===== src/rtl/poly_cmd_issuer.sv =====
// Host-side packetizer: one encoded command word, then its operand words, into the accelerator input FIFOs.
// Optional POLY_CMD_ISSUER_ATOMIC_EN holds the command until the data FIFO can take the whole operand burst.
module poly_cmd_issuer #(
  parameter int word_size  = 16,
  parameter int max_degree = 31
) (
  input  logic                 clk,
  input  logic                 rst,
  input  logic                 req_valid,
  output logic                 req_ready,
  input  logic [2:0]           req_op,
  input  logic [2:0]           req_a,
  input  logic [4:0]           req_arg,
  input  logic                 src_valid,
  output logic                 src_ready,
  input  logic [word_size-1:0] src_data,
  input  logic                 cmd_full,
  input  logic                 data_full,
  input  logic [10:0]          data_free,
  output logic                 wr_out_command,
  output logic [word_size-1:0] data_out_command,
  output logic                 wr_out_data,
  output logic [word_size-1:0] data_out_data,
  output logic                 done,
  output logic                 err
);
  localparam logic [2:0] S_IDLE  = 3'd0;
  localparam logic [2:0] S_CHECK = 3'd1;
  localparam logic [2:0] S_CMD   = 3'd2;
  localparam logic [2:0] S_DATA  = 3'd3;
  localparam logic [2:0] S_DONE  = 3'd4;
  localparam logic [2:0] S_ERR   = 3'd5;

  localparam logic [2:0] OP_STP = 3'd1;
  localparam logic [2:0] OP_EVP = 3'd2;
  localparam logic [2:0] OP_EVB = 3'd3;
  localparam logic [2:0] OP_RST = 3'd5;

  localparam logic [5:0] MAX_N = 6'(max_degree);

  typedef struct packed {
    logic [2:0] op;
    logic [4:0] arg;
  } req_t;

  logic [2:0]           state;
  req_t                 req_q;
  logic [word_size-1:0] cmd_q;
  logic [5:0]           cnt_q;
  logic [word_size-1:0] enc;
  logic [5:0]           cnt_init;
  logic                 bad;
  logic                 cmd_go;
  logic                 data_go;

  // A is placed in every command; arg only travels for STP/EVB
  always_comb begin
    enc       = '0;
    enc[2:0]  = req_op;
    enc[10:8] = req_a;
    if (req_op == OP_STP || req_op == OP_EVB) enc[7:3] = req_arg;
  end

  always_comb begin
    case (req_op)
      OP_STP:  cnt_init = {1'b0, req_arg} + 6'd1;
      OP_EVP:  cnt_init = 6'd1;
      OP_EVB:  cnt_init = {1'b0, req_arg};
      default: cnt_init = '0;
    endcase
  end

  always_comb begin
    case (req_q.op)
      OP_STP:         bad = ({1'b0, req_q.arg} > MAX_N);
      OP_EVB:         bad = (req_q.arg == 5'd0);
      OP_EVP, OP_RST: bad = 1'b0;
      default:        bad = 1'b1;
    endcase
  end

`ifdef POLY_CMD_ISSUER_ATOMIC_EN
  assign cmd_go = (state == S_CMD) && !cmd_full && (data_free >= {5'd0, cnt_q});
`else
  logic unused_free;
  assign unused_free = ^data_free;
  assign cmd_go = (state == S_CMD) && !cmd_full;
`endif

  assign data_go = (state == S_DATA) && src_valid && !data_full;

  always_ff @(posedge clk or negedge rst) begin
    if (!rst) begin
      state <= S_IDLE;
      req_q <= '0;
      cmd_q <= '0;
      cnt_q <= '0;
    end else begin
      case (state)
        S_IDLE: begin
          if (req_valid) begin
            req_q <= '{op: req_op, arg: req_arg};
            cmd_q <= enc;
            cnt_q <= cnt_init;
            state <= S_CHECK;
          end
        end
        S_CHECK: state <= bad ? S_ERR : S_CMD;
        S_CMD: begin
          if (cmd_go) state <= (cnt_q == 6'd0) ? S_DONE : S_DATA;
        end
        S_DATA: begin
          if (data_go) begin
            cnt_q <= cnt_q - 6'd1;
            if (cnt_q == 6'd1) state <= S_DONE;
          end
        end
        S_DONE:  state <= S_IDLE;
        S_ERR:   state <= S_IDLE;
        default: state <= S_IDLE;
      endcase
    end
  end

  // req_ready is masked by reset so every output reads 0 while rst is held low
  assign req_ready        = rst && (state == S_IDLE);
  assign src_ready        = (state == S_DATA) && !data_full;
  assign wr_out_command   = cmd_go;
  assign data_out_command = (state == S_CMD) ? cmd_q : '0;
  assign wr_out_data      = data_go;
  assign data_out_data    = (state == S_DATA) ? src_data : '0;
  assign done             = (state == S_DONE);
  assign err              = (state == S_ERR);

endmodule


===== config.mk =====
export PLATFORM = sky130hd
export DESIGN_NAME = poly_cmd_issuer
export DESIGN_NICKNAME = d
export VERILOG_FILES = /design/src/rtl/poly_cmd_issuer.sv
export SDC_FILE = /design/constraint.sdc
export NUM_CORES = 1
export LEC_CHECK = 0
export CORE_MARGIN = 2
export CORE_UTILIZATION = 30
export DETAILED_ROUTE_END_ITERATION = 10
export GPL_TIMING_DRIVEN = 1
export PLACE_DENSITY = 0.64
export SYNTH_ARGS = -nofsm -noshare
export SYNTH_HDL_FRONTEND = slang
export SYNTH_SLANG_ARGS = --single-unit

===== constraint.sdc =====
create_clock -name clk -period 1.8 [get_ports clk]
set_input_delay 0.54 -clock clk [delete_from_list [all_inputs] [get_ports clk]]
set_output_delay 0.54 -clock clk [all_outputs]
set_load 0.03 [all_outputs]

; ---- Word-level counts from Yosys, hierarchy flattened
; Cells that the tools add are included.
[word_totals]
regBits = 28
inputBits = 44
output_inout_bits = 38
wordCells = 55
[classes]
add_sub_neg = 2
n_eq_ne = 17
n_mux = 15
n_reduce_logical = 16
[ops]
columns = operator, n
row1 = $eq 3x2->1 const B, 6
row2 = $mux 3, 6
row3 = $pmux 6 s3, 1
row4 = $mux 16, 1
row5 = $mux 6, 2
row6 = $pmux 3 s4, 1
row7 = $pmux 6 s2, 1
row8 = $mux 11, 1
row9 = $eq 3x1->1 const B, 3
row10 = $eq 3x3->1 const B, 3
row11 = $add 5x1->6 const B, 1
row12 = $eq 6x1->1 const B, 1
row13 = $logic_not 6->1, 1
row14 = $ne 2x2->1 const B, 3
row15 = $sub 6x1->6 const B, 1
row16 = $logic_and 1x1->1, 5
row17 = $logic_not 5->1, 1
row18 = $mux 5, 1
row19 = $reduce_and 4->1, 1
row20 = $logic_not 3->1, 1
row21 = $reduce_and 3->1, 1
row22 = $reduce_or 3->1, 1
row23 = $logic_not 1->1, 2
row24 = $ne 2x1->1 const B, 1
row25 = 4 further kinds, 4

; ---- Logic depth before layout (Yosys ltp)
[depth]
word_depth = 5
ltp_mapped = 6

; ---- Least setup slack after synthesis
; OpenSTA, ideal clock, no wires.
[synth_path]
path_type = reg-to-output
startpoint = register state[1]
endpoint = output req_ready
arrival_ns = 1.655
setup_slack_ns = -0.395
stages_incl_launch_ff = 3
n_path_buf = 1
cell_sequence = dfrtp_1 clkbuf_1 nor4b_1
[synth_via]
elab_chain_cells = 2
[synth_lines]
columns = element, line_no
row1 = from (decl), 46  ; logic [2:0] state;
row2 = from (signal assigned), 108  ; S_CHECK: state <= bad ? S_ERR : S_CMD;
row3 = from (signal assigned), 110  ; if (cmd_go) state <= (cnt_q == 6'd0) ? S_DONE : S_DATA;
row4 = $logic_not 3->1, 126  ; assign req_ready = rst && (state == S_IDLE);
row5 = $logic_and 1x1->1, 126
row6 = to (decl), 10  ; output logic req_ready,
; No other way between the ends.

; ---- Worst setup path after layout
[layout_path]
startpoint = register state[2]
endpoint = output wr_out_data
[layout_via]
elab_chain_cells = 3
[layout_lines]
columns = element, line_no
row1 = $eq 3x2->1, 90  ; assign data_go = (state == S_DATA) && src_valid && !data_full;
row2 = $logic_and 1x1->1 (2 in a row), 90
row3 = to (decl), 22  ; output logic wr_out_data,
; No other way between the ends.

==> impl_results.md <==
- Buf/Inv on CP: 2
- Core Box Area: 0.00520 mm2
- Filler cells: between 400 and 500
- Vias in the first global route: 1507
- Hold_buf cts: 0
- Worst path max stage delay: 0.44 ns
- Initial antenna violation count: 0
- Num rows: 26
- Gr usage total: 0.146
- Yosys top cell by area: dfrtp_1
- Initial Utilization: 0.316
- Max Fclk: between 0.5 and 0.6 GHz
- DR WL/cell: 13.6 um
- First-pass detailed-route iteration total: 4
- Design Area, Final: around 0.0029 mm2
- CTS tree: built
- Distinct cell type count after synthesis: 41
- Top cell by count, worst path: buf_6
- CP Max Fanout: 4
- Peak supply drop: 0.513 mV
- Die H: 78 um
- First-pass GRT wire length: 7100 um
- Synthesized area: between 0.0015 and 0.002 mm2
- Synth Area per Inst: approximately 9.4 um2
- H-tree level count: 1
- Pin count of the biggest net entering global routing: 26
- Clock Pin Slew Worst Setup and Hold Paths: 0.09 ns
- Total CTS buffers: 3
- Routed Antenna Nets: 0
- Crit path capture type: output port
- Ys async rst share: 1.00
- Global route total overflow: 0
- Top cells by area, synth: dfrtp_1 38%, and2_1 10%, mux2_2 8.2%
- Post-synth top area share: 0.381
- Final Worst Setup Slack: -0.177 ns
- Num ports: approximately 80
- DRC Markers: 0
- Ys flop type: dfrtp_1
- Critical path data required time: ~1.3 ns
- Slowest stage cell, crit path: dfrtp_2
- Lkg Pwr: 1.30 nW
- GPL Wtd Cong: 0.802
- Setup TNS Final: -4.03 ns
- Area grow syn2layout: 77.2%
- Sink Count: 25
- CP arrival: 1.44 ns
- Post-synth EDFFs: 0
- Run status: complete, but fails checks
- RSZ-0062 raised after global routing: yes
- Placed instance area: 0.00254 mm2
- FF+latch count, synth: 25
- Final #Nets: 320
- Sequential area share after synthesis: 0.381
- Top delay family on crit path: simple AND/OR/NAND/NOR gates
- ANT cells: 0
- DR iter-0 viols: 83
- Final wirelength: about 4700 um
- Synth Instances: ~180
- I/O Buffers: 65
- Fin. Hold Viols: 0
- Pwr/cell area: 1270 mW/mm2
- Syn. warnings: 0
- Post-DP HPWL: approximately 3400 um
- Hold crit path type: in -> async
- Power Total: roughly 3.7 mW
- Fin crit period: 1.98 ns
- Die X: around 80 um
- Worst-skew pair later-pin latency: approximately 0.27 ns
- Place WS: -0.492 ns
- Final Max Slew Viols: 0
- Worst Setup Start Kind: flop
- Die area: 0.00608 mm2
- Fin crit share: 1.10
- Vias after detailed routing: 1597
- Share of layout cells above drive strength 1: 0.496
- Maximum clock insertion buffer count: 2
- Max-cap violations: 0
- Drt via density: 4.67
- Crit-path cells: buf_6 > nand3b_1 > nor2_4 > buf_6
- Failing checks: negative setup slack
- CTS Root Cell: clkbuf_8
- Crit path kind: reg -> out
- Final Setup Violations: 31
- Setup Skew: 0.00705 ns
[area by class of cell]
type / count / area [um2] / share of cell area
Multi-Input combinational cell: 136 / 1100 / 0.378
Timing Repair Buffer: 104 / 1040 / 0.357
Sequential cell: 25 / 627 / 0.215
Tap cell: 70 / 87.6 / 0.0301
Clock buffer: 3 / 41.3 / 0.0142
Inverter: 3 / 11.3 / 0.00387
Clock inverter: 1 / 5.00 / 0.00172
[layout by cell type, fill, tap and decap left out, drive strengths merged, types with 2 or more instances in the layout]
cell type / instances
dlygate4sd2: 3
nand2b: 4
clkbuf: 3
and2: 27
nand3: 2
nand3b: 2
a21boi: 2
or4b: 2
o21ai: 11
dfrtp: 25
ha: 3
a311o: 2
and3b: 2
conb: 5
nand2: 13
nand4b: 3
mux2: 12
inv: 3
nor4b: 3
nor3b: 4
clkdlybuf4s50: 29
a31oi: 3
buf: 72
nor2: 8
xnor2: 3
a21oi: 5
nor2b: 5
nor3: 5
[synthesized netlist by cell type, drive strengths merged (2+ instances only)]
library cell	number
and2	27
dfrtp	25
nand2	13
mux2	12
o21ai	11
buf	10
nor2	8
a21oi	5
clkbuf	5
nor2b	5
nor3	5
nand2b	4
nor3b	4
a31oi	3
ha	3
inv	3
nand4b	3
nor4b	3
xnor2	3
a21boi	2
a311o	2
and3b	2
nand3	2
nand3b	2
or4b	2
[layer usage]
layer / global-route usage / vias up / wire length, um
met5: 0 / - / 0
met4: 0.0281 / 0 / 54
met3: 0.0291 / 4 / 201
met2: 0.255 / 44 / 2420
met1: 0.187 / 753 / 1980
li1: - / 796 / -
[power by group]
group / leakage [nW] / switching [mW] / total [mW] / internal [mW]
clock network: 0.0255 / 0.178 / 0.333 / 0.155
logic: 0.966 / 1.11 / 2.34 / 1.23
registers: 0.311 / 0.192 / 1.01 / 0.822
[kinds of logic (layout without fill, tap and decap cells)]
| family | Yosys count | count (layout) | synth area share |
|---|---|---|---|
| buf+inv | 18 | 111 | 0.0556 |
| flops | 25 | 25 | 0.381 |
| fa+ha+maj | 3 | 3 | 0.0229 |
| compound gates | 31 | 31 | 0.140 |
| xor+xnor | 4 | 4 | 0.0213 |
| simple gates | 81 | 81 | 0.295 |
| other cells | 1 | 5 | 0.00228 |
| mux | 12 | 12 | 0.0823 |
[timing repair]
item | CTS | global route
resized for setup | 56 | 30
endpoints found under the setup margin | 54 | 46
pin swaps | 6 | 8
buffers inserted | 3 | 2
gates cloned | 1 | 0
[flip-flops by register name, indices dropped and copies added, names as in the netlist]
name   cells
state      3
cmd_q      9
cnt_q      6
req_q      7
[metrics by stage]
| step | instances | hold slack [ns] | utilization |
|---|---|---|---|
| 2_1_floorplan | 179 | 0.244 | - |
| 3_3_place_gp | 333 | 0.457 | 0.488 |
| 3_5_place_dp | 333 | 0.464 | 0.488 |
| 6_report | 342 | 0.448 | 0.559 |
| 4_1_cts | 341 | 0.454 | 0.540 |
| 5_1_grt | 342 | 0.485 | 0.559 |
[path summary, 6_finish.rpt]
check	startpoint	end	slack [ns]	cells after the start
worst min-delay path	rst	cmd_q[4]	0.45	2
max in group asynchronous	rst	state[2]	1.08	2
worst min register to register	cmd_q[6]	cmd_q[6]	0.49	2
worst max register to register	state[2]	cnt_q[0]	0	4
worst max-delay path	state[2]	wr_out_data	-0.18	4
min in group clk	cmd_q[6]	cmd_q[6]	0.49	2
(Power assumes the default switching activity.)
